[config.mk]
export PLATFORM = sky130hd
export DESIGN_NAME = seq_gen_param_flat
export DESIGN_NICKNAME = d
export VERILOG_FILES = /design/src/rtl/seq_gen_param_if.sv /design/src/rtl/seq_gen_param.sv /design/src/flat_wrapper.sv
export SDC_FILE = /design/constraint.sdc
export NUM_CORES = 1
export LEC_CHECK = 0
export ABC_AREA = 1
export ABC_CLOCK_PERIOD_IN_PS = 3250
export CAP_MARGIN = 30
export CORE_UTILIZATION = 55
export DETAILED_ROUTE_END_ITERATION = 6
export HOLD_SLACK_MARGIN = 0.1
export PLACE_DENSITY = 0.79
export SLEW_MARGIN = 20
export SYNTH_ARGS = -nofsm -noshare
export SYNTH_HDL_FRONTEND = slang
export SYNTH_SLANG_ARGS = --single-unit
export TNS_END_PERCENT = 100
[constraint.sdc]
create_clock -name clk -period 3.25 [get_ports clk]
set_clock_uncertainty 0.2 [all_clocks]
set_input_delay 0.65 -clock clk [delete_from_list [all_inputs] [get_ports clk]]
set_output_delay 0.65 -clock clk [all_outputs]
set_load 0.02 [all_outputs]
[src/rtl/seq_gen_param_if.sv]
// Control and data bundle for the multi-mode sequence generator.
// The master side drives control and table writes; the slave side returns out/wrap.
interface seq_gen_param_if #(
  parameter int WIDTH = 3,
  parameter int DEPTH = 8
);
  localparam int IW = $clog2(DEPTH);

  logic             en;
  logic [1:0]       mode;
  logic             load;
  logic [WIDTH-1:0] seed;
  logic [WIDTH-1:0] taps;
  logic [IW:0]      tbl_len;
  logic             wr_en;
  logic [IW-1:0]    wr_addr;
  logic [WIDTH-1:0] wr_data;
  logic [WIDTH-1:0] out;
  logic             wrap;

  modport master (
    output en, mode, load, seed, taps, tbl_len, wr_en, wr_addr, wr_data,
    input  out, wrap
  );

  modport slave (
    input  en, mode, load, seed, taps, tbl_len, wr_en, wr_addr, wr_data,
    output out, wrap
  );
endinterface

[src/rtl/seq_gen_param.sv]
// Multi-mode sequence generator: binary, Gray, Galois LFSR and table playback.
// All outputs are decoded from registered state only; one step per enabled clock.
module seq_gen_param #(
  parameter int WIDTH = 3,
  parameter int DEPTH = 8
) (
  input  logic            clk,
  input  logic            rst,
  seq_gen_param_if.slave  bus
);
  localparam int IW = $clog2(DEPTH);

  localparam logic [1:0] MODE_BIN  = 2'b00;
  localparam logic [1:0] MODE_GRAY = 2'b01;
  localparam logic [1:0] MODE_LFSR = 2'b10;
  localparam logic [1:0] MODE_TBL  = 2'b11;

  logic [WIDTH-1:0] cnt_reg, cnt_next;
  logic [WIDTH-1:0] lfsr_reg, lfsr_next;
  logic [WIDTH-1:0] seed_reg, seed_next;
  logic [IW-1:0]    idx_reg, idx_next;
  logic [1:0]       mode_reg;
  logic             wrap_reg, wrap_next;
  logic [WIDTH-1:0] tbl_reg [DEPTH];

  logic [WIDTH-1:0] start_val;
  logic [WIDTH-1:0] seed_eff;
  logic [WIDTH-1:0] lfsr_step;
  logic [IW:0]      len_eff;
  logic [IW:0]      idx_inc;

  // Each table entry is its own register so the whole table can clear on reset.
  generate
    for (genvar gi = 0; gi < DEPTH; gi++) begin : g_tbl
      logic [WIDTH-1:0] entry_reg;
      always_ff @(posedge clk) begin
        if (rst) begin
          entry_reg <= '0;
        end else if (bus.wr_en && (bus.wr_addr == IW'(gi))) begin
          entry_reg <= bus.wr_data;
        end
      end
      assign tbl_reg[gi] = entry_reg;
    end
  endgenerate

  always_comb begin
    start_val = bus.load ? bus.seed : seed_reg;
    seed_eff  = (seed_reg == '0) ? WIDTH'(1) : seed_reg;

    lfsr_step = (lfsr_reg >> 1) ^ (lfsr_reg[0] ? bus.taps : '0);
    if (lfsr_step == '0) begin
      lfsr_step = WIDTH'(1);
    end

    if (bus.tbl_len == '0) begin
      len_eff = (IW+1)'(1);
    end else if (bus.tbl_len > (IW+1)'(DEPTH)) begin
      len_eff = (IW+1)'(DEPTH);
    end else begin
      len_eff = bus.tbl_len;
    end
    idx_inc = {1'b0, idx_reg} + (IW+1)'(1);
  end

  always_comb begin
    cnt_next  = cnt_reg;
    lfsr_next = lfsr_reg;
    seed_next = seed_reg;
    idx_next  = idx_reg;
    wrap_next = 1'b0;

    // Load and a mode switch share one restart path; only load captures a new seed.
    if (bus.load || (bus.mode != mode_reg)) begin
      cnt_next  = start_val;
      lfsr_next = (start_val == '0) ? WIDTH'(1) : start_val;
      idx_next  = '0;
      if (bus.load) begin
        seed_next = bus.seed;
      end
    end else if (bus.en) begin
      case (mode_reg)
        MODE_BIN, MODE_GRAY: begin
          cnt_next  = cnt_reg + WIDTH'(1);
          wrap_next = (cnt_reg == '1);
        end
        MODE_LFSR: begin
          lfsr_next = lfsr_step;
          wrap_next = (lfsr_step == seed_eff);
        end
        default: begin
          if (idx_inc < len_eff) begin
            idx_next = idx_inc[IW-1:0];
          end else begin
            idx_next  = '0;
            wrap_next = 1'b1;
          end
        end
      endcase
    end
  end

  always_ff @(posedge clk) begin
    if (rst) begin
      cnt_reg  <= '0;
      lfsr_reg <= WIDTH'(1);
      seed_reg <= '0;
      idx_reg  <= '0;
      mode_reg <= MODE_BIN;
      wrap_reg <= 1'b0;
    end else begin
      cnt_reg  <= cnt_next;
      lfsr_reg <= lfsr_next;
      seed_reg <= seed_next;
      idx_reg  <= idx_next;
      mode_reg <= bus.mode;
      wrap_reg <= wrap_next;
    end
  end

  always_comb begin
    case (mode_reg)
      MODE_BIN:  bus.out = cnt_reg;
      MODE_GRAY: bus.out = cnt_reg ^ (cnt_reg >> 1);
      MODE_LFSR: bus.out = lfsr_reg;
      default:   bus.out = tbl_reg[idx_reg];
    endcase
  end

  assign bus.wrap = wrap_reg;
endmodule

[src/flat_wrapper.sv]
// flat-port wrapper written by rule: the top's interface ports become plain ports
module seq_gen_param_flat 
#(
  parameter int WIDTH = 3,
  parameter int DEPTH = 8
)
  (clk, rst, bus_en, bus_mode, bus_load, bus_seed, bus_taps, bus_tbl_len, bus_wr_en, bus_wr_addr, bus_wr_data, bus_out, bus_wrap);
  seq_gen_param_if #(.WIDTH(WIDTH), .DEPTH(DEPTH)) bus_i ();
  input  logic clk;
  input  logic rst;
  input wire logic [$bits(bus_i.en)-1:0] bus_en;
  input wire logic [$bits(bus_i.mode)-1:0] bus_mode;
  input wire logic [$bits(bus_i.load)-1:0] bus_load;
  input wire logic [$bits(bus_i.seed)-1:0] bus_seed;
  input wire logic [$bits(bus_i.taps)-1:0] bus_taps;
  input wire logic [$bits(bus_i.tbl_len)-1:0] bus_tbl_len;
  input wire logic [$bits(bus_i.wr_en)-1:0] bus_wr_en;
  input wire logic [$bits(bus_i.wr_addr)-1:0] bus_wr_addr;
  input wire logic [$bits(bus_i.wr_data)-1:0] bus_wr_data;
  output wire logic [$bits(bus_i.out)-1:0] bus_out;
  output wire logic [$bits(bus_i.wrap)-1:0] bus_wrap;
  assign bus_i.en = bus_en;
  assign bus_i.mode = bus_mode;
  assign bus_i.load = bus_load;
  assign bus_i.seed = bus_seed;
  assign bus_i.taps = bus_taps;
  assign bus_i.tbl_len = bus_tbl_len;
  assign bus_i.wr_en = bus_wr_en;
  assign bus_i.wr_addr = bus_wr_addr;
  assign bus_i.wr_data = bus_wr_data;
  assign bus_out = bus_i.out;
  assign bus_wrap = bus_i.wrap;
  seq_gen_param #(.WIDTH(WIDTH), .DEPTH(DEPTH)) u_core (.clk(clk), .rst(rst), .bus(bus_i));
endmodule
# Word level (Yosys, flattened, before mapping)
# Index checks and enable logic that the tools add are counted.
[word_totals]
input_bits = 23
word_cells = 81
register_bits = 39
out_inout_bits = 4
[op_classes]
muxes = 20
magnitude_cmp = 3
bitwise_logic = 5
n_reduce_logical = 25
addsub = 2
n_eq_ne = 12
[op_table]
columns = ["operator", "n"]
rows = [
  ["3-bit 2-to-1 mux", 14],
  ["3-bit == test (second input constant)", 5],
  ["3-bit logical NOT", 4],
  ["3-bit binary-select mux with 3-bit select", 1],
  ["3-bit case mux with 3 select lines", 1],
  ["1-bit logical AND", 8],
  ["4-bit 2-to-1 mux", 2],
  ["3-bit by 2-bit == test with 1-bit output (second input constant)", 2],
  ["2-bit AND reduction", 3],
  ["2-bit nonzero test", 3],
  ["3-bit OR reduction", 2],
  ["3-bit by 1-bit adder with 4-bit output (second input constant)", 1],
  ["4-bit >= comparator (second input constant)", 1],
  ["4-bit greater-than comparator (second input constant)", 1],
  ["4-bit logical NOT", 1],
  ["4-bit less-than comparator", 1],
  ["3-bit inverter with 4-bit output", 1],
  ["2-bit OR reduction", 2],
  ["3-bit by 1-bit adder with 3-bit output (second input constant)", 1],
  ["3-bit by 1-bit == test with 1-bit output (second input constant)", 1],
  ["3-bit == test", 1],
  ["2-bit by 3-bit XOR with 3-bit output", 1],
  ["3-bit by 2-bit XOR with 3-bit output", 1],
  ["2-bit by 1-bit == test with 1-bit output (second input constant)", 1],
  ["other kinds (7)", 8],
]

# Longest topological paths before layout
[logic_depth]
ltp_word = 7
mapped_depth = 10
ltp_nobuf = 10

# Least setup slack after synthesis
# Ideal clock, no wire load.
[synth_timing]
path_type = "reg-to-output"
start = "register u_core.idx_reg[1]"
end = "output port bus_out[0]"
t_arrival_ns = 1.367
required_ns = 2.400
slack_ns = 1.033
stages_incl_launch_ff = 6
path_buffers = 1
path_cell_list = "dfxtp_1 > clkbuf_1 > o21ai_0 > o22ai_1 > o21ai_0 > o21ai_0"
[synth_via]
elab_chain_cells = 5
[synth_rtl]
columns = ["item", "line", "source"]
rows = [
  ["start: declaration", "seq_gen_param.sv:21", "logic [IW-1:0] idx_reg, idx_next;"],
  ["start signal: assignment", "seq_gen_param.sv:115", "idx_reg <= idx_next;"],
  ["3-bit inverter with 4-bit output (not written as such)", "seq_gen_param.sv:126", "default: bus.out = tbl_reg[idx_reg];"],
  ["3-bit binary-select mux with 3-bit select", "seq_gen_param.sv:126", ""],
  ["3-bit 2-to-1 mux (not written as such) (2 in a row)", "seq_gen_param.sv:126", ""],
  ["3-bit case mux with 3 select lines", "seq_gen_param.sv:122", "case (mode_reg)"],
  ["end: declaration", "flat_wrapper.sv:20", "output wire logic [$bits(bus_i.out)-1:0] bus_out;"],
]
# Every way passes these cells. The select of a mux whose other input is x is not followed.

# Worst setup path after layout
[layout_timing]
start = "register u_core.idx_reg[0]"
end = "output port bus_out[0]"
# Same word-level chain as after synthesis.

==> impl_metrics.env <==
export IMPL_cts_tree="yes"
export IMPL_cts_buffers=5
export IMPL_p_seq_share_pct=47.1
export IMPL_synthesis_area_um2=2140
export IMPL_drive_gt1_share_pct=6.67
export IMPL_clk_latency_ns=0.30
export IMPL_cp_max_fo=16
export IMPL_io_buffers=26
export IMPL_postRouteAntennaNets=0
export IMPL_yosys_warnings=0
export IMPL_slowest_delay_ns=0.61
export IMPL_routed_wl_mm=5.06
export IMPL_grt_setup_unrepaired="false"
export IMPL_use_met3_pct=6.43
export IMPL_gp_congestion=0.967
export IMPL_firstDrtPassIters=4
export IMPL_wire_per_inst_um=12.9
export IMPL_fillerInstances=334
export IMPL_grt_busiest_layer="met2"
export IMPL_dp_cells=385
export IMPL_final_min_clock_period_ns=3.03
export IMPL_crit_path_top_delay_cell="dfxtp_1"
export IMPL_via_per_inst=5.32
export IMPL_yosysTopAreaCellShare_pct=36.5
export IMPL_path_clk_slew_ns=0.07
export IMPL_synth_nets=349
export IMPL_intPower_uw=817
export IMPL_ys_ff_latch=39
export IMPL_finalNonFillerCells=393
export IMPL_crit_required_ns=2.40
export IMPL_reg2regPathDepth=6
export IMPL_min_period_over_period_pct=93.2
export IMPL_area_growth_pct=18.8
export IMPL_start_util_pct=58.0
export IMPL_diodes=0
export IMPL_hold_depth=2
export IMPL_path_delay_family="buffers and inverters"
export IMPL_slew_headroom_pct=53.3
export IMPL_crit_buf_inv=2
export IMPL_cp_arrival_ns=2.18
export IMPL_drv_slew=0
export IMPL_drt_iter0_markers=167
export IMPL_antenna_found_initial=0
export IMPL_cts_resized=0
export IMPL_regToRegSetupSlack_ns=1.02
export IMPL_p_leak_nw=1.12
export IMPL_cap_violations=0
export IMPL_layout_setup_ws_ns=0.222
export IMPL_vias=2091
export IMPL_grt_max_degree=28
export IMPL_cts_sinks=39
export IMPL_status="finished, final reports clean"
export IMPL_cts_root_buf="clkbuf_8"
export IMPL_use_met2_pct=41.4
export IMPL_switching_share_pct=25.6
export IMPL_grt_use_met1_pct=40.2
export IMPL_crit_chain="inv_2 -> o21ai_0 -> o22ai_1 -> o21ai_0 -> o21ai_0 -> clkdlybuf4s50_1"
export IMPL_clk_path_buf_depth=2
export IMPL_yosys_top_cells_area="dfxtp_1, nor2_1, o21ai_0"
export IMPL_fin_tns_setup_ns=0
export IMPL_postSynthCellCount=320
export IMPL_ys_types=30
export IMPL_post_cts_setup_buffer_count=0
export IMPL_pwr_share_clk_pct=38.0
export IMPL_worst_pin_slew_ns=0.700
export IMPL_grt_overflow_total=0
export IMPL_hold_viol_final=0
export IMPL_grt_pass1_vias=1928
export IMPL_pin_count=27
export IMPL_drc=0
export IMPL_rows=22
export IMPL_pwr_density_cell_nw_per_um2=433
export IMPL_largest_register_ffs=24
export IMPL_htree_levels=2
export IMPL_finalSetupViolCount=0
export IMPL_fin_nets=373
export IMPL_syn_area_per_cell_um2=6.68
export IMPL_vdd_drop_max_mv=0.360
export IMPL_dp_hpwl_mm=3.88
export IMPL_die_area_um2=4140
export IMPL_synth_top_area_cell="dfxtp_1"
export IMPL_hold_slack_ns=0.271
export IMPL_holdBufCountCts=0
export IMPL_coreArea_um2=3690
export IMPL_comb_power_share_pct=14.9
export IMPL_place_ws_ns=0.570
export IMPL_grt_pass1_wl_mm=8.83
export IMPL_utilization_pct=68.9
export IMPL_layout_common_cells="nor2_1, o21ai_0, dfxtp_1"
export IMPL_startpoint_type="flip-flop"
export IMPL_grtUsageTotal_pct=27.7
export IMPL_cp_common_cell="o21ai_0"
export IMPL_critPathKind="flip-flop to primary output"
export IMPL_die_x_um=64.4
export IMPL_hold_class="flip-flop to flip-flop"
export IMPL_fmax_mhz=330
export IMPL_cp_depth=6
export IMPL_final_common_cell="nor2_1"
export IMPL_ys_seq_area_share_pct=36.5
export IMPL_switchingPower_uw=282
export IMPL_cp_end_kind="primary output"
export IMPL_die_y_um=64.4
metrics by stage:
stage / cell area [um^2] / power, mW
after floorplan: 2140 / 0.624
after global placement: 2420 / 0.687
after detailed placement: 2420 / 0.691
after CTS: 2540 / 1.10
after global routing: 2540 / 1.15
final: 2540 / 1.10
final timing paths:
check                                from                           end
max                     u_core.idx_reg[0]                    bus_out[0]
min          u_core.g_tbl[5].entry_reg[2]  u_core.g_tbl[5].entry_reg[2]
max reg2reg             u_core.idx_reg[0]             u_core.idx_reg[0]
min reg2reg  u_core.g_tbl[5].entry_reg[2]  u_core.g_tbl[5].entry_reg[2]
metal layers:
metal / vias up / share of wire (%)
met3: 6 / 5.1
met5: - / 0
met2: 51 / 43
li1: 1089 / -
met1: 945 / 51
met4: 0 / 0.75
kinds of logic after synthesis:
logic type               count (synthesis)  synth area share [%]
AO/OA/AOI/OAI                           73                  18.9
XOR/XNOR                                 5                  2.05
adder cells (fa/ha/maj)                  6                  3.51
buffers and inverters                   49                  8.84
flip-flops                              39                  36.5
AND/OR/NAND/NOR                        148                  30.2
final cells by class:
| type | instances | area [um^2] | area share (%) |
|---|---|---|---|
| Multi-Input combinational cell | 232 | 1170 | 46.0 |
| Inverter | 39 | 146 | 5.76 |
| Clock buffer | 6 | 82.6 | 3.25 |
| Tap cell | 48 | 60.1 | 2.36 |
| Timing Repair Buffer | 27 | 268 | 10.5 |
| Clock inverter | 2 | 35.0 | 1.38 |
| Sequential cell | 39 | 781 | 30.7 |
worst register-to-register path, stage by stage (launching register included):
cell,delay [ns]
dfxtp_1,0.61
inv_2,0.21
nor3_1,0.27
ha_1,0.28
a21oi_1,0.29
nand3_1,0.12
a21oi_1,0.19
synthesized netlist by cell type:
cell type and n:
a21oi_1 12, a21oi_2 1, a21oi_4 1, a22o_1 1, a22oi_1 1, a31oi_1 1
buf_1 3, buf_2 4, clkbuf_1 3, dfxtp_1 39, ha_1 6, inv_1 35
inv_2 4, nand2_1 37, nand2_4 1, nand3_1 15, nand4_1 5, nor2_1 80
nor2_2 4, nor2_4 1, nor2_8 1, nor3_1 2, nor3_4 1, o211ai_1 4
o21ai_0 43, o21ai_1 4, o22ai_1 5, or2_0 1, xnor2_1 2, xor2_1 3
power groups by stage:
stage | Combinational (mW) | Sequential [mW] | Clock, mW
final | 0.164 | 0.518 | 0.418
after global routing | 0.183 | 0.520 | 0.442
after CTS | 0.163 | 0.517 | 0.424
after detailed placement | 0.163 | 0.528 | 0
after global placement | 0.159 | 0.528 | 0
after floorplan | 0.102 | 0.521 | 0
(Power assumes the default switching activity.)
